## config.mk

```make
export PLATFORM = sky130hd
export DESIGN_NAME = inst_sequencer
export DESIGN_NICKNAME = d
export VERILOG_FILES = /design/src/rtl/arm_pkg.sv /design/src/rtl/cond_eval.sv /design/src/rtl/inst_sequencer.sv
export SDC_FILE = /design/constraint.sdc
export NUM_CORES = 1
export LEC_CHECK = 0
export CORE_AREA = 2 2 39 41
export CTS_CLUSTER_SIZE = 24
export DETAILED_ROUTE_END_ITERATION = 12
export DIE_AREA = 0 0 41 43
export DONT_BUFFER_PORTS = 1
export PLACE_DENSITY_LB_ADDON = 0.2
export SYNTH_ARGS = -nofsm -noshare
export SYNTH_HDL_FRONTEND = slang
export SYNTH_SLANG_ARGS = --single-unit
```

## constraint.sdc

```tcl
create_clock -name clk -period 1.7 [get_ports clk]
set_input_delay 0.34 -clock clk [delete_from_list [all_inputs] [get_ports clk]]
set_output_delay 0.34 -clock clk [all_outputs]
set_load 0.02 [all_outputs]
```

## src/rtl/arm_pkg.sv

```systemverilog
// -----------------------------------------------------------------------------
// arm_pkg
// Shared definitions for the instruction sequencer slice.
//
// Contents:
//   - bit-field positions inside the 32-bit instruction word
//   - instruction class codes (inst[27:26])
//   - ARM condition codes (inst[31:28])
//   - NZCV flag struct
//   - sequencer state enum
//   - cond_holds(): ARM condition evaluation against NZCV
// -----------------------------------------------------------------------------
package arm_pkg;

  localparam int INST_W    = 32;
  localparam int FLAGS_W   = 4;

  // Instruction bit fields
  localparam int COND_MSB  = 31;
  localparam int COND_LSB  = 28;
  localparam int CLASS_MSB = 27;
  localparam int CLASS_LSB = 26;
  localparam int SBIT      = 20;   // "set flags" bit of data instructions

  typedef enum logic [1:0] {
    CLS_DATA   = 2'b00,
    CLS_LOAD   = 2'b01,
    CLS_BRANCH = 2'b10,
    CLS_UNDEF  = 2'b11
  } inst_class_e;

  typedef enum logic [3:0] {
    COND_EQ = 4'h0,
    COND_NE = 4'h1,
    COND_CS = 4'h2,
    COND_CC = 4'h3,
    COND_MI = 4'h4,
    COND_PL = 4'h5,
    COND_VS = 4'h6,
    COND_VC = 4'h7,
    COND_HI = 4'h8,
    COND_LS = 4'h9,
    COND_GE = 4'hA,
    COND_LT = 4'hB,
    COND_GT = 4'hC,
    COND_LE = 4'hD,
    COND_AL = 4'hE,
    COND_NV = 4'hF
  } cond_e;

  // Flag vector ordering is {N,Z,C,V}, MSB first
  typedef struct packed {
    logic n;
    logic z;
    logic c;
    logic v;
  } nzcv_t;

  typedef enum logic [2:0] {
    ST_IDLE   = 3'd0,
    ST_DECODE = 3'd1,
    ST_EXEC   = 3'd2,
    ST_MEM    = 3'd3,
    ST_WB     = 3'd4
  } seq_state_e;

  // ARM condition evaluation; AL always passes, NV never does.
  function automatic logic cond_holds(input cond_e c, input nzcv_t f);
    logic r;
    r = 1'b0;
    case (c)
      COND_EQ: r = f.z;
      COND_NE: r = !f.z;
      COND_CS: r = f.c;
      COND_CC: r = !f.c;
      COND_MI: r = f.n;
      COND_PL: r = !f.n;
      COND_VS: r = f.v;
      COND_VC: r = !f.v;
      COND_HI: r = f.c && !f.z;
      COND_LS: r = !f.c || f.z;
      COND_GE: r = (f.n == f.v);
      COND_LT: r = (f.n != f.v);
      COND_GT: r = !f.z && (f.n == f.v);
      COND_LE: r = f.z || (f.n != f.v);
      COND_AL: r = 1'b1;
      COND_NV: r = 1'b0;
      default: r = 1'b0;
    endcase
    return r;
  endfunction

endpackage

```

## src/rtl/cond_eval.sv

```systemverilog
// -----------------------------------------------------------------------------
// cond_eval
// Purely combinational ARM condition-code check.
//
// Ports:
//   cond  [3:0]  in   condition field inst[31:28]
//   flags [3:0]  in   status flags {N,Z,C,V}
//   pass         out  1 when the instruction should execute
// -----------------------------------------------------------------------------
module cond_eval
  import arm_pkg::*;
(
  input  logic [3:0] cond,
  input  logic [3:0] flags,
  output logic       pass
);

  assign pass = cond_holds(cond_e'(cond), nzcv_t'(flags));

endmodule

```

## src/rtl/inst_sequencer.sv

```systemverilog
// -----------------------------------------------------------------------------
// inst_sequencer
// Multi-cycle instruction sequencer: IDLE -> DECODE -> EXEC [-> MEM -> WB].
// One instruction is accepted in IDLE, classified in DECODE by inst[27:26],
// executed (or skipped on a failed condition) in EXEC. Loads wait in MEM for
// mem_ack, then write back in WB. All strobes decode from the registered
// state plus the latched word; none is ever high in IDLE or DECODE.
//
// Configuration macro:
//   COND_EXEC_EN  defined   : inst[31:28] is evaluated against flags
//                 undefined : every condition (NV included) is treated as true
//
// Ports:
//   clk           in   clock, rising edge
//   reset_n       in   asynchronous active-low reset
//   inst[31:0]    in   instruction word from fetch
//   inst_valid    in   inst holds a valid word
//   inst_ready    out  sequencer can accept (IDLE only, low while in reset)
//   flags[3:0]    in   {N,Z,C,V}, sampled during EXEC
//   mem_ack       in   load data ready (only looked at in MEM)
//   pc_en         out  advance PC (one pulse per instruction)
//   branch_taken  out  branch redirect
//   mem_rd        out  load request, held through MEM
//   rf_we         out  register file write
//   flags_we      out  flag write (data instruction with S bit)
//   illegal       out  undefined instruction class
//   busy          out  state is not IDLE
// -----------------------------------------------------------------------------
module inst_sequencer
  import arm_pkg::*;
(
  input  logic               clk,
  input  logic               reset_n,
  input  logic [INST_W-1:0]  inst,
  input  logic               inst_valid,
  output logic               inst_ready,
  input  logic [FLAGS_W-1:0] flags,
  input  logic               mem_ack,
  output logic               pc_en,
  output logic               branch_taken,
  output logic               mem_rd,
  output logic               rf_we,
  output logic               flags_we,
  output logic               illegal,
  output logic               busy
);

  seq_state_e        state_q, state_d;
  logic [INST_W-1:0] inst_q,  inst_d;
  inst_class_e       class_q, class_d;

  logic ce_pass;
  logic cond_pass;

  // ---------------------------------------------------------------------------
  // Condition evaluation
  // ---------------------------------------------------------------------------
  cond_eval u_cond_eval (
    .cond  (inst_q[COND_MSB:COND_LSB]),
    .flags (flags),
    .pass  (ce_pass)
  );

`ifdef COND_EXEC_EN
  assign cond_pass = ce_pass;
`else
  // Conditional execution compiled out: everything executes.
  logic unused_ce_pass;
  assign cond_pass      = 1'b1;
  assign unused_ce_pass = ce_pass;
`endif

  // Only the condition, class and S bit of the latched word are consumed here.
  logic unused_inst_bits;
  assign unused_inst_bits = ^{inst_q[25:21], inst_q[19:0]};

  // ---------------------------------------------------------------------------
  // State registers
  // ---------------------------------------------------------------------------
  always_ff @(posedge clk or negedge reset_n) begin
    if (!reset_n) begin
      state_q <= ST_IDLE;
      inst_q  <= '0;
      class_q <= CLS_DATA;
    end else begin
      state_q <= state_d;
      inst_q  <= inst_d;
      class_q <= class_d;
    end
  end

  // ---------------------------------------------------------------------------
  // Next state and strobe decode
  // ---------------------------------------------------------------------------
  always_comb begin
    state_d      = state_q;
    inst_d       = inst_q;
    class_d      = class_q;
    pc_en        = 1'b0;
    branch_taken = 1'b0;
    mem_rd       = 1'b0;
    rf_we        = 1'b0;
    flags_we     = 1'b0;
    illegal      = 1'b0;

    case (state_q)
      ST_IDLE: begin
        if (inst_valid) begin
          inst_d  = inst;
          state_d = ST_DECODE;
        end
      end

      ST_DECODE: begin
        class_d = inst_class_e'(inst_q[CLASS_MSB:CLASS_LSB]);
        state_d = ST_EXEC;
      end

      ST_EXEC: begin
        state_d = ST_IDLE;
        if (!cond_pass) begin
          // Skipped instruction of any class: just step the PC.
          pc_en = 1'b1;
        end else begin
          case (class_q)
            CLS_DATA: begin
              rf_we    = 1'b1;
              pc_en    = 1'b1;
              flags_we = inst_q[SBIT];
            end
            CLS_BRANCH: begin
              branch_taken = 1'b1;
              pc_en        = 1'b1;
            end
            CLS_LOAD: begin
              // PC advances only after the write-back.
              mem_rd  = 1'b1;
              state_d = ST_MEM;
            end
            CLS_UNDEF: begin
              illegal = 1'b1;
              pc_en   = 1'b1;
            end
            default: begin
              pc_en = 1'b1;
            end
          endcase
        end
      end

      ST_MEM: begin
        mem_rd = 1'b1;
        if (mem_ack) begin
          state_d = ST_WB;
        end
      end

      ST_WB: begin
        rf_we   = 1'b1;
        pc_en   = 1'b1;
        state_d = ST_IDLE;
      end

      default: begin
        state_d = ST_IDLE;
      end
    endcase
  end

  // inst_ready is held low while reset is asserted so nothing can be
  // handed over before the sequencer is running.
  assign inst_ready = (state_q == ST_IDLE) && reset_n;
  assign busy       = (state_q != ST_IDLE);

endmodule

```

Word-level counts from Yosys, hierarchy flattened
Cells that the tools add are included.

word-level totals
  register bits = 33
  output and inout bits = 8
  input port bits = 40

operators by class
  equality and inequality tests = 9
  reduce and logical (&&, ||, !) cells = 7
  mux-type cells = 16

operators with widths
  cell                                                  count
  case mux 3 bit (4 select lines)                       1
  2-to-1 mux 1 bit                                      9
  equality test 3 x 2 -> 1 bit (second input constant)  2
  2-to-1 mux 3 bit                                      2
  case mux 1 bit (2 select lines)                       3
  equality test 2 bit (second input constant)           2
  != test 2 bit (second input constant)                 2
  AND reduction 2 bit                                   2
  equality test 3 x 1 -> 1 bit (second input constant)  1
  equality test 3 bit (second input constant)           1
  zero test 3 bit                                       1
  nonzero test 3 bit                                    1
  OR reduction 3 bit                                    1
  equality test 2 x 1 -> 1 bit (second input constant)  1
  zero test 2 bit                                       1
  2-to-1 mux 2 bit                                      1
  logical AND 1 bit                                     1

Depth between registers and ports, before layout
  depth in word-level cells = 4
  gate-level depth with buffers = 4

Worst setup path before layout
No wires, ideal clock.

  path type = flip-flop to output port
  from = register state_q[0]
  to = output branch_taken
  data arrival time = 1.166 ns
  stages on the path, launching flop included = 5
  setup slack = 0.194 ns
  data required time = 1.360 ns
  path buffers = 1
  cells stage by stage = dfrtp_1 > buf_4 > nor3b_1 > nand2_1 > nor2_1

between the ends
  longest elaborated chain between the ends = 2

RTL lines
  what                          line                   source
  start: declaration            inst_sequencer.sv:48   seq_state_e state_q, state_d;
  start signal: assignment      inst_sequencer.sv:86   state_q <= state_d;
  equality test 3 x 2 -> 1 bit  inst_sequencer.sv:106  case (state_q)
  2-to-1 mux 1 bit              inst_sequencer.sv:106
  end: declaration              inst_sequencer.sv:40   output logic branch_taken,

No other way between the ends.

Final worst setup path
  from = register state_q[0]
  to = output inst_ready

between the ends
  longest elaborated chain between the ends = 2

RTL lines
  what               line                   source
  zero test 3 bit    inst_sequencer.sv:172  assign inst_ready = (state_q == ST_IDLE) && reset_n;
  logical AND 1 bit  inst_sequencer.sv:172
  end: declaration   inst_sequencer.sv:36   output logic inst_ready,

No other way between the ends.

==> flow_metrics.env <==
export IMPL_status="finished, final reports clean"
export IMPL_start_kind="register"
export IMPL_max_cap_violations=0
export IMPL_grt_pass1_wl_microns=1290
export IMPL_crit_cells=3
export IMPL_grt_pass1_vias=323
export IMPL_post_route_period_util_pct=96.0
export IMPL_clk_pin_slew_ns=0.05
export IMPL_port_buffers=0
export IMPL_final_min_clock_period_ns=1.63
export IMPL_worst_pin_slew_ns=0.381
export IMPL_synth_top_family_by_area="simple AND/OR/NAND/NOR gates"
export IMPL_worstPathRequired_ns=1.36
export IMPL_cp_cell_sequence="buf_4, nor3_4, and2_4"
export IMPL_cts_sinks=8
export IMPL_finalHoldViolCount=0
export IMPL_synthAdderAreaFrac_pct=0
export IMPL_ys_types=20
export IMPL_drive_gt1_share_pct=42.9
export IMPL_hpwl_microns=673
export IMPL_dieArea_sq_um=1760
export IMPL_syn_inst=44
export IMPL_r2r_cells=4
export IMPL_antenna_found_initial=0
export IMPL_fin_nets=91
export IMPL_slowest_stage="dfrtp_2"
export IMPL_num_vias=337
export IMPL_final_cells=65
export IMPL_ys_flop_type="dfrtp_1"
export IMPL_drt_iter0_drc=9
export IMPL_rows=14
export IMPL_ir_worst_vdd_mv=0.738
export IMPL_overflow=0
export IMPL_ys_ff_latch=8
export IMPL_clk_insertion_delay_late_ns=0.25
export IMPL_gp_congestion=0.649
export IMPL_die_y_microns=43
export IMPL_grt_max_degree=9
export IMPL_worst_hold_path_num_cells=1
export IMPL_final_cell_area_sq_um=537
export IMPL_place_inst=61
export IMPL_yosysSeqAreaShare_pct=43.5
export IMPL_pin_count=48
export IMPL_netlist_top_cells_count="8 x dfrtp_1, 5 x nor2_1, 4 x a21oi_1"
export IMPL_synth_compound_area_share_pct=9.78
export IMPL_synthMuxAreaShare_pct=14.7
export IMPL_dr_pass1_iters=4
export IMPL_wl_microns=851
export IMPL_fmax_ghz=0.613
export IMPL_via_per_inst=5.18
export IMPL_avgSynthCellArea_sq_um=10.5
export IMPL_numCtsBuffers=3
export IMPL_post_cts_buffers=0
export IMPL_maxSlewHeadroom_pct=74.5
export IMPL_grt_usage_pct=11.5
export IMPL_synth_edff_count=0
export IMPL_cp_top_family="flip-flops"
export IMPL_dpl_cell_area_sq_um=484
export IMPL_synthToLayoutAreaGrowth_pct=16.6
export IMPL_power_total_mw=1.12
export IMPL_powerDensity_nw_per_um2=2080
export IMPL_critPathMaxFanout=7
export IMPL_fin_skew_ns=0.00321
export IMPL_ctsHtreeMaxLevel=1
export IMPL_die_x_microns=41
export IMPL_num_antenna_cells=0
export IMPL_clockRootBuffer="clkbuf_4"
export IMPL_leakage_nw=0.241
export IMPL_synth_area_leader_cell="dfrtp_1"
export IMPL_ys_warn_count=0
export IMPL_slew_viol_final=0
export IMPL_fp_coreArea_sq_um=1380
export IMPL_min_path_type="primary input to register"
export IMPL_final_util_pct=38.8
export IMPL_wl_per_cell_microns=13.1
export IMPL_synth_area_top_cells="dfrtp_1 43%, mux2_4 9.8%, mux2_2 4.9%"
export IMPL_fin_tns_setup_ns=0
export IMPL_ant_nets=0
export IMPL_synth_top_area_share_pct=43.5
export IMPL_critPathCaptureType="primary output"
export IMPL_synth_xor_area_share_pct=0
export IMPL_synth_nets=84
export IMPL_crit_path_max_incr_delay_ns=0.46
export IMPL_start_util_pct=33.3
export IMPL_critical_path_arrival_ns=1.29
export IMPL_synthArstFlopShare_pct=100
export IMPL_setup_viol=0
export IMPL_crit_type="register to primary output"
export IMPL_route_detailed_drc=0
export IMPL_cts_tree="built"
export IMPL_path_buf_inv=1
export IMPL_synth_most_common_cell="dfrtp_1"
export IMPL_cts_buffer_depth=2
export IMPL_yosys_area_share_simple_pct=26.4
export IMPL_rsz0062_at_grt="no"
export IMPL_syn_area_sq_um=460
per-layer routing:
layer  vias up  routed length [microns]  GRT usage (%)
li1        163                        -              -
met1       153                      359           13.0
met2        19                      384           15.9
met3         2                      100           4.19
met4         0                        6           10.0
met5         -                        0              0
cell families after synthesis:
logic type	after synthesis
multiplexers	5
AO/OA/AOI/OAI	7
flip-flops	8
buffers and inverters	4
AND/OR/NAND/NOR	20
cell usage in the layout (no fill, tap or decap), drive strengths merged, types with 2 or more instances in the layout:
master and count:
dfrtp 8, a21oi 4, and2b 2, and3 3
and2 2, nor2 5, buf 3, nand2b 2
mux2 5, clkbuf 3, inv 2, nand2 3
final cells by class:
cell class / count / area, sq um
sequential: 8 / 203
inverter: 2 / 7.51
multi-input combinational: 32 / 251
timing repair buffer: 4 / 32.5
tap: 16 / 20.0
fill: 141 / 847
clock buffer: 3 / 22.5
path summary, 6_finish.rpt:
check / start / end / slack, ns
setup / recovery: state_q[0] / inst_ready / 0.07
hold / removal: mem_ack / state_q[1] / 0.20
setup reg to reg: state_q[0] / inst_q[26] / 0.25
hold reg to reg: inst_q[27] / inst_q[27] / 0.51
max in group asynchronous: reset_n / state_q[2] / 0.97
min in group asynchronous: reset_n / inst_q[20] / 0.44
through the flow:
step	setup slack [ns]	hold slack [ns]
after floorplan	0.194	0.0444
after global placement	0.257	0.0447
after detailed placement	0.226	0.0447
after CTS	0.00382	0.191
after global routing	0.00860	0.190
final	0.0679	0.199
worst reg2reg max path, stage by stage, from the launching register on:
cell     delay (ns)
dfrtp_2        0.46
buf_4          0.18
nor3_4         0.21
and2_4         0.20
mux2_4         0.30
flip-flops by register name (all words and copies together), names as in the netlist:
register / cells
inst_q: 3
state_q: 3
class_q: 2
repair_timing:
action	4_1_cts	5_1_grt
endpoints found under the hold margin	8	0
pin swaps	0	1
endpoints found under the setup margin	6	5
resized for setup	4	5
hold buffers	1	0
where the power goes:
group	switching, mW	internal [mW]
Combinational	0.301	0.284
Sequential	0.101	0.286
Clock	0.0630	0.0807
Power figures use the tool's default switching activity.
